==> config.mk <==
export PLATFORM = sky130hd
export DESIGN_NAME = scoreboarded_register_file
export DESIGN_NICKNAME = d
export VERILOG_FILES = /design/src/rtl/scoreboarded_register_file_pkg.sv /design/src/rtl/scoreboarded_register_file_scoreboard.sv /design/src/rtl/scoreboarded_register_file.sv
export SDC_FILE = /design/constraint.sdc
export NUM_CORES = 2
export LEC_CHECK = 0
export ABC_AREA = 1
export BUFFER_PORTS_ARGS = -buffer_cell sky130_fd_sc_hd__buf_4
export CORE_AREA = 2 2 451 453
export DETAILED_ROUTE_END_ITERATION = 10
export DIE_AREA = 0 0 453 455
export PLACE_DENSITY = 0.52
export SLEW_MARGIN = 20
export SYNTH_ARGS = -nofsm -noshare
export SYNTH_HDL_FRONTEND = slang
export SYNTH_SLANG_ARGS = --single-unit
==> constraint.sdc <==
create_clock -name clk -period 7.35 [get_ports clk]
set_clock_uncertainty 0.1 [all_clocks]
set_input_delay 1.47 -clock clk [delete_from_list [all_inputs] [get_ports clk]]
set_output_delay 1.47 -clock clk [all_outputs]
set_load 0.05 [all_outputs]
==> src/rtl/scoreboarded_register_file_pkg.sv <==
// regfile_pkg: default sizing, stack-pointer reset constants and register index type
package regfile_pkg;
    localparam int RF_XLEN = 32;
    localparam int RF_NREGS = 32;
    localparam int RF_CNT_W = 2;
    localparam int RF_SP_INDEX = 2;
    localparam logic [31:0] RF_SP_RESET = 32'h2ffc;
    localparam int RF_AW = $clog2(RF_NREGS);
    typedef logic [RF_AW-1:0] regidx_t;
endpackage

==> src/rtl/scoreboarded_register_file_scoreboard.sv <==
// rf_scoreboard: per-register pending-write counters, issue_ready, read-port busy and sticky wb_err (bypass busy release under REGFILE_WB_BYPASS_EN)
module rf_scoreboard
    import regfile_pkg::*;
#(
    parameter int NREGS = RF_NREGS,
    parameter int NUM_RD = 2,
    parameter int CNT_W = RF_CNT_W,
    parameter int AW = $clog2(NREGS)
) (
    input  logic                clk,
    input  logic                reset,
    input  logic [NUM_RD*AW-1:0] rs_addr,
    output logic [NUM_RD-1:0]   rs_busy,
    input  logic                issue_valid,
    input  logic [AW-1:0]       issue_rd,
    output logic                issue_ready,
    input  logic                wb_en,
    input  logic [AW-1:0]       wb_rd,
    output logic                wb_err
);
    localparam logic [CNT_W-1:0] CNT_MAX = '1;
    logic [NREGS-1:0][CNT_W-1:0] cnt_q, cnt_d;
    logic wb_err_q, wb_err_d;
    logic wb_hit, issue_acc;
    assign wb_hit = wb_en && wb_rd != '0;
    assign issue_ready = issue_rd == '0 || cnt_q[issue_rd] != CNT_MAX || (wb_hit && wb_rd == issue_rd);
    assign issue_acc = issue_valid && issue_ready && issue_rd != '0;
    assign wb_err = wb_err_q;
    // Counter next state: issue increments, writeback decrements, both to the same register cancel
    always_comb begin
        cnt_d = cnt_q;
        cnt_d[0] = '0;
        for (int r = 1; r < NREGS; r++) begin
            if (issue_acc && issue_rd == AW'(r) && !(wb_hit && wb_rd == AW'(r)))
                cnt_d[r] = cnt_q[r] + CNT_W'(1);
            else if (wb_hit && wb_rd == AW'(r) && !(issue_acc && issue_rd == AW'(r)) && cnt_q[r] != '0)
                cnt_d[r] = cnt_q[r] - CNT_W'(1);
        end
        wb_err_d = wb_err_q || (wb_hit && cnt_q[wb_rd] == '0);
    end
    // Per-port busy; with bypass a final outstanding write landing this cycle releases the stall
    always_comb begin
        rs_busy = '0;
        for (int k = 0; k < NUM_RD; k++) begin
            rs_busy[k] = cnt_q[rs_addr[k*AW +: AW]] != '0;
`ifdef REGFILE_WB_BYPASS_EN
            if (wb_hit && wb_rd == rs_addr[k*AW +: AW] && cnt_q[wb_rd] == CNT_W'(1) && !(issue_acc && issue_rd == wb_rd))
                rs_busy[k] = 1'b0;
`endif
        end
    end
    // Scoreboard state register
    always_ff @(posedge clk) begin
        if (reset) begin
            cnt_q <= '0;
            wb_err_q <= 1'b0;
        end else begin
            cnt_q <= cnt_d;
            wb_err_q <= wb_err_d;
        end
    end
endmodule

==> src/rtl/scoreboarded_register_file.sv <==
// scoreboarded_register_file: x0-hardwired register file with async reads, one writeback port, RAW scoreboard; REGFILE_WB_BYPASS_EN adds same-cycle writeback-to-read bypass
module scoreboarded_register_file
    import regfile_pkg::*;
#(
    parameter int XLEN = RF_XLEN,
    parameter int NREGS = RF_NREGS,
    parameter int NUM_RD = 2,
    parameter int CNT_W = RF_CNT_W,
    parameter int SP_INDEX = RF_SP_INDEX,
    parameter logic [XLEN-1:0] SP_RESET = XLEN'(RF_SP_RESET),
    localparam int AW = $clog2(NREGS)
) (
    input  logic                       clk,
    input  logic                       reset,
    input  logic [NUM_RD*AW-1:0]       rs_addr,
    output logic [NUM_RD*XLEN-1:0]     rs_dout,
    output logic [NUM_RD-1:0]          rs_busy,
    input  logic                       issue_valid,
    input  logic [AW-1:0]              issue_rd,
    output logic                       issue_ready,
    input  logic                       wb_en,
    input  logic [AW-1:0]              wb_rd,
    input  logic [XLEN-1:0]            wb_din,
    output logic                       wb_err,
    output logic [0:NREGS-1][XLEN-1:0] print_reg
);
    logic [0:NREGS-1][XLEN-1:0] rf_q, rf_d;
    assign print_reg = rf_q;
    rf_scoreboard #(.NREGS(NREGS), .NUM_RD(NUM_RD), .CNT_W(CNT_W), .AW(AW)) u_sb (
        .clk(clk), .reset(reset), .rs_addr(rs_addr), .rs_busy(rs_busy),
        .issue_valid(issue_valid), .issue_rd(issue_rd), .issue_ready(issue_ready),
        .wb_en(wb_en), .wb_rd(wb_rd), .wb_err(wb_err)
    );
    // Writeback into the array; x0 writes are dropped
    always_comb begin
        rf_d = rf_q;
        if (wb_en && wb_rd != '0) rf_d[wb_rd] = wb_din;
    end
    // Read muxes, optionally forwarding the in-flight writeback
    always_comb begin
        rs_dout = '0;
        for (int k = 0; k < NUM_RD; k++) begin
            rs_dout[k*XLEN +: XLEN] = rs_addr[k*AW +: AW] == '0 ? '0 : rf_q[rs_addr[k*AW +: AW]];
`ifdef REGFILE_WB_BYPASS_EN
            if (wb_en && wb_rd != '0 && wb_rd == rs_addr[k*AW +: AW]) rs_dout[k*XLEN +: XLEN] = wb_din;
`endif
        end
    end
    // Array register; reset clears everything then seeds the stack pointer
    always_ff @(posedge clk) begin
        if (reset) begin
            rf_q <= '0;
            rf_q[SP_INDEX] <= SP_RESET;
        end else begin
            rf_q <= rf_d;
        end
    end
endmodule

==> results.md <==
* Routed Antenna Nets at 0
* Detail-routed net length per standard cell at 36.8 um
* RSZ-0062 raised after global routing: false
* First-pass GRT wire length at 547000 um
* Worst slew margin at 14.7%
* Critical path endpoint category: output port
* Vias at 69100
* Layout Nets at 8527
* Rows at 165
* FF+latch area at 21800 sq um
* Startpoint types: primary input
* TNS Setup at 0 ps
* Die H at 455 um
* Register area share after synthesis at 39.6%
* H-tree depth at 4
* Worst path required time at 5780 ps
* DR pass1 iterations at 9
* Setup bufs post-CTS at 0
* Final setup violation count at 0
* Hold crit path type: reg -> reg
* Final WL at 414000 um
* Slew @ Worst Pin at 1270 ps
* Leak at 27.9 nW
* Final Cell Area at 70200 sq um
* Final Hold Fails at 0
* Root Driver: clkbuf_16
* Share of layout cells above drive strength 1 at 19.3%
* Synth unique cells at 45
* Max Cap Violations at 0
* Num ports at 1148
* Most common cell after layout, fill and taps aside: o21ai_0
* Worst VDD drop at 0.000241 V
* Initial antenna violation count at 23
* Post_cts resized at 0
* Final period utilization at 94.3%
* Syn avg cell area at 6.98 sq um
* Core Area at 201000 sq um
* Die Width at 453 um
* Fin crit period at 6930 ps
* Vias in the first global route at 60600
* CP Data Arrival Time at 5360 ps
* Pins Over Slew Limit at 0
* Crit-path max FO at 86
* Clock transition at path regs at 60 ps
* CTS Buf Count at 133
* Post-synth design cell area at 54900 sq um
* Initial Util at 27.3%
* Final HPWL DP at 296000 um
* Hold_ws at 368 ps
* Yosys Warn Count at 0
* Die area at 206000 sq um
* Most frequent cells in the layout: 2038 x o21ai_0, 1300 x buf_4, 1230 x a21oi_1, 1087 x dfxtp_1, 840 x nor2_1
* Achievable Freq at 0.144 GHz
* CP peak stage delay at 1130 ps
* Via/cell ratio at 6.14
* Flops & latches, synth at 1087
* Initial drt markers at 10700
* Fillcell total at 21300
* Max Root-Sink Buffers at 3
* GPL Wtd Cong at 0.993
* Fraction of registers with async set/reset at 0%
* Post-Syn Nets at 7929
* I/O Buffers at 1147
* Total GRT Usage at 38.1%
* Power per cell area at 225 nW/um^2
* Synth Instances at 7873
* Area contributors post-synth: dfxtp_1 40%, o21ai_0 19%, a21oi_1 11%
* Multi-input gate area at 28600 sq um
* Clock sinks at 1087
* GR Overflow Total at 0
* Cell chain of the critical path: buf_8 -> inv_8 -> buf_12 -> buf_4 -> o21ai_0 -> o22ai_1 -> o21ai_0 -> a31oi_1 -> buf_4
* Dpl cell area at 65500 sq um
* Post-synth EDFFs at 0
* Hold_buf cts at 0
* Largest net degree at the start of global routing at 227
* CP max stage cell: a31oi_1
* Max reg flops at 1024
* Drc violations at 0
* CP Class: in -> out
* Worst skew pair latency at 850 ps
* CTS tree: yes
* Yosys top cell area share at 39.6%
* Status: finished, final reports clean
* Area Growth Syn to Fin at 27.7%
* Primary FF master, synth: dfxtp_1
* Yosys top cell by area: dfxtp_1
synth_stat cells, drive strengths merged, types with 3 or more instances:
| cell | count |
|---|---|
| a31oi | 78 |
| a21oi | 1230 |
| o2111ai | 5 |
| buf | 179 |
| o21ai | 2062 |
| a211oi | 7 |
| nand4 | 33 |
| o22ai | 74 |
| or2 | 15 |
| o21bai | 16 |
| xor2 | 3 |
| nor2 | 873 |
| a221o | 6 |
| o311ai | 7 |
| nand2 | 363 |
| inv | 346 |
| a221oi | 132 |
| a311oi | 26 |
| clkbuf | 694 |
| nor3 | 34 |
| o211ai | 24 |
| nand3 | 285 |
| dfxtp | 1087 |
| clkinv | 7 |
| a22oi | 100 |
| o221ai | 176 |
cells by family (layout without fill, tap and decap cells):
logic type             count (synthesis)  after routing  synth area share [%]
buffers and inverters               1226           1930                  8.75
AO/OA/AOI/OAI                       3951           3951                  39.5
AND/OR/NAND/NOR                     1604           1604                  12.1
XOR/XNOR                               5              5                0.0797
flip-flops                          1087           1087                  39.6
other                                  0              5                     0
layer usage:
layer | wire length (um) | up-vias | GRT usage, %
li1 | - | 29300 | -
met1 | 150000 | 33400 | 45.0
met2 | 178000 | 5259 | 58.4
met3 | 43600 | 1161 | 9.80
met4 | 42200 | 8 | 31.0
met5 | 42 | - | 0
per-stage QoR:
step | setup slack (ps) | utilization (%) | std cells | total power [mW]
2_1_floorplan | 1780 | - | 7873 | 7.47
3_3_place_gp | 480 | 32.5 | 11000 | 8.67
3_5_place_dp | 658 | 32.5 | 11000 | 8.68
4_1_cts | 658 | 34.8 | 11200 | 15.7
5_1_grt | 588 | 34.9 | 11300 | 16.1
6_report | 416 | 34.9 | 11300 | 15.8
cell type report:
type	instances	share of cell area [%]
antenna	5	0.0178
clock inverter	53	1.11
tap	2672	4.76
multi-input combinational	5560	40.8
clock buffer	188	5.48
sequential	1087	31.0
timing repair buffer	1336	14.9
inverter	353	1.95
power breakdown:
group | switching (mW) | leakage, nW | total [mW] | internal (mW)
Combinational | 2.02 | 16.9 | 2.56 | 0.543
Sequential | 0.116 | 8.77 | 6.08 | 5.96
Clock | 2.99 | 2.26 | 7.14 | 4.15
worst max-delay path: cells and delay by family:
family          cells  cell delay, ps
compound gates      4            1860
buf+inv             5            1840
path summary, 6_finish.rpt:
path,from,end,slack [ps],cells after the start
worst max register to register,u_sb.cnt_q[16]$_SDFFE_PP0P_,u_sb.cnt_q[7]$_SDFFE_PP0P_,4540,13
worst min-delay path,u_sb.cnt_q[7]$_SDFFE_PP0P_,u_sb.cnt_q[7]$_SDFFE_PP0P_,370,2
worst min register to register,u_sb.cnt_q[7]$_SDFFE_PP0P_,u_sb.cnt_q[7]$_SDFFE_PP0P_,370,2
worst max-delay path,rs_addr[5],rs_dout[46],420,9
Power figures use the tool's default switching activity.
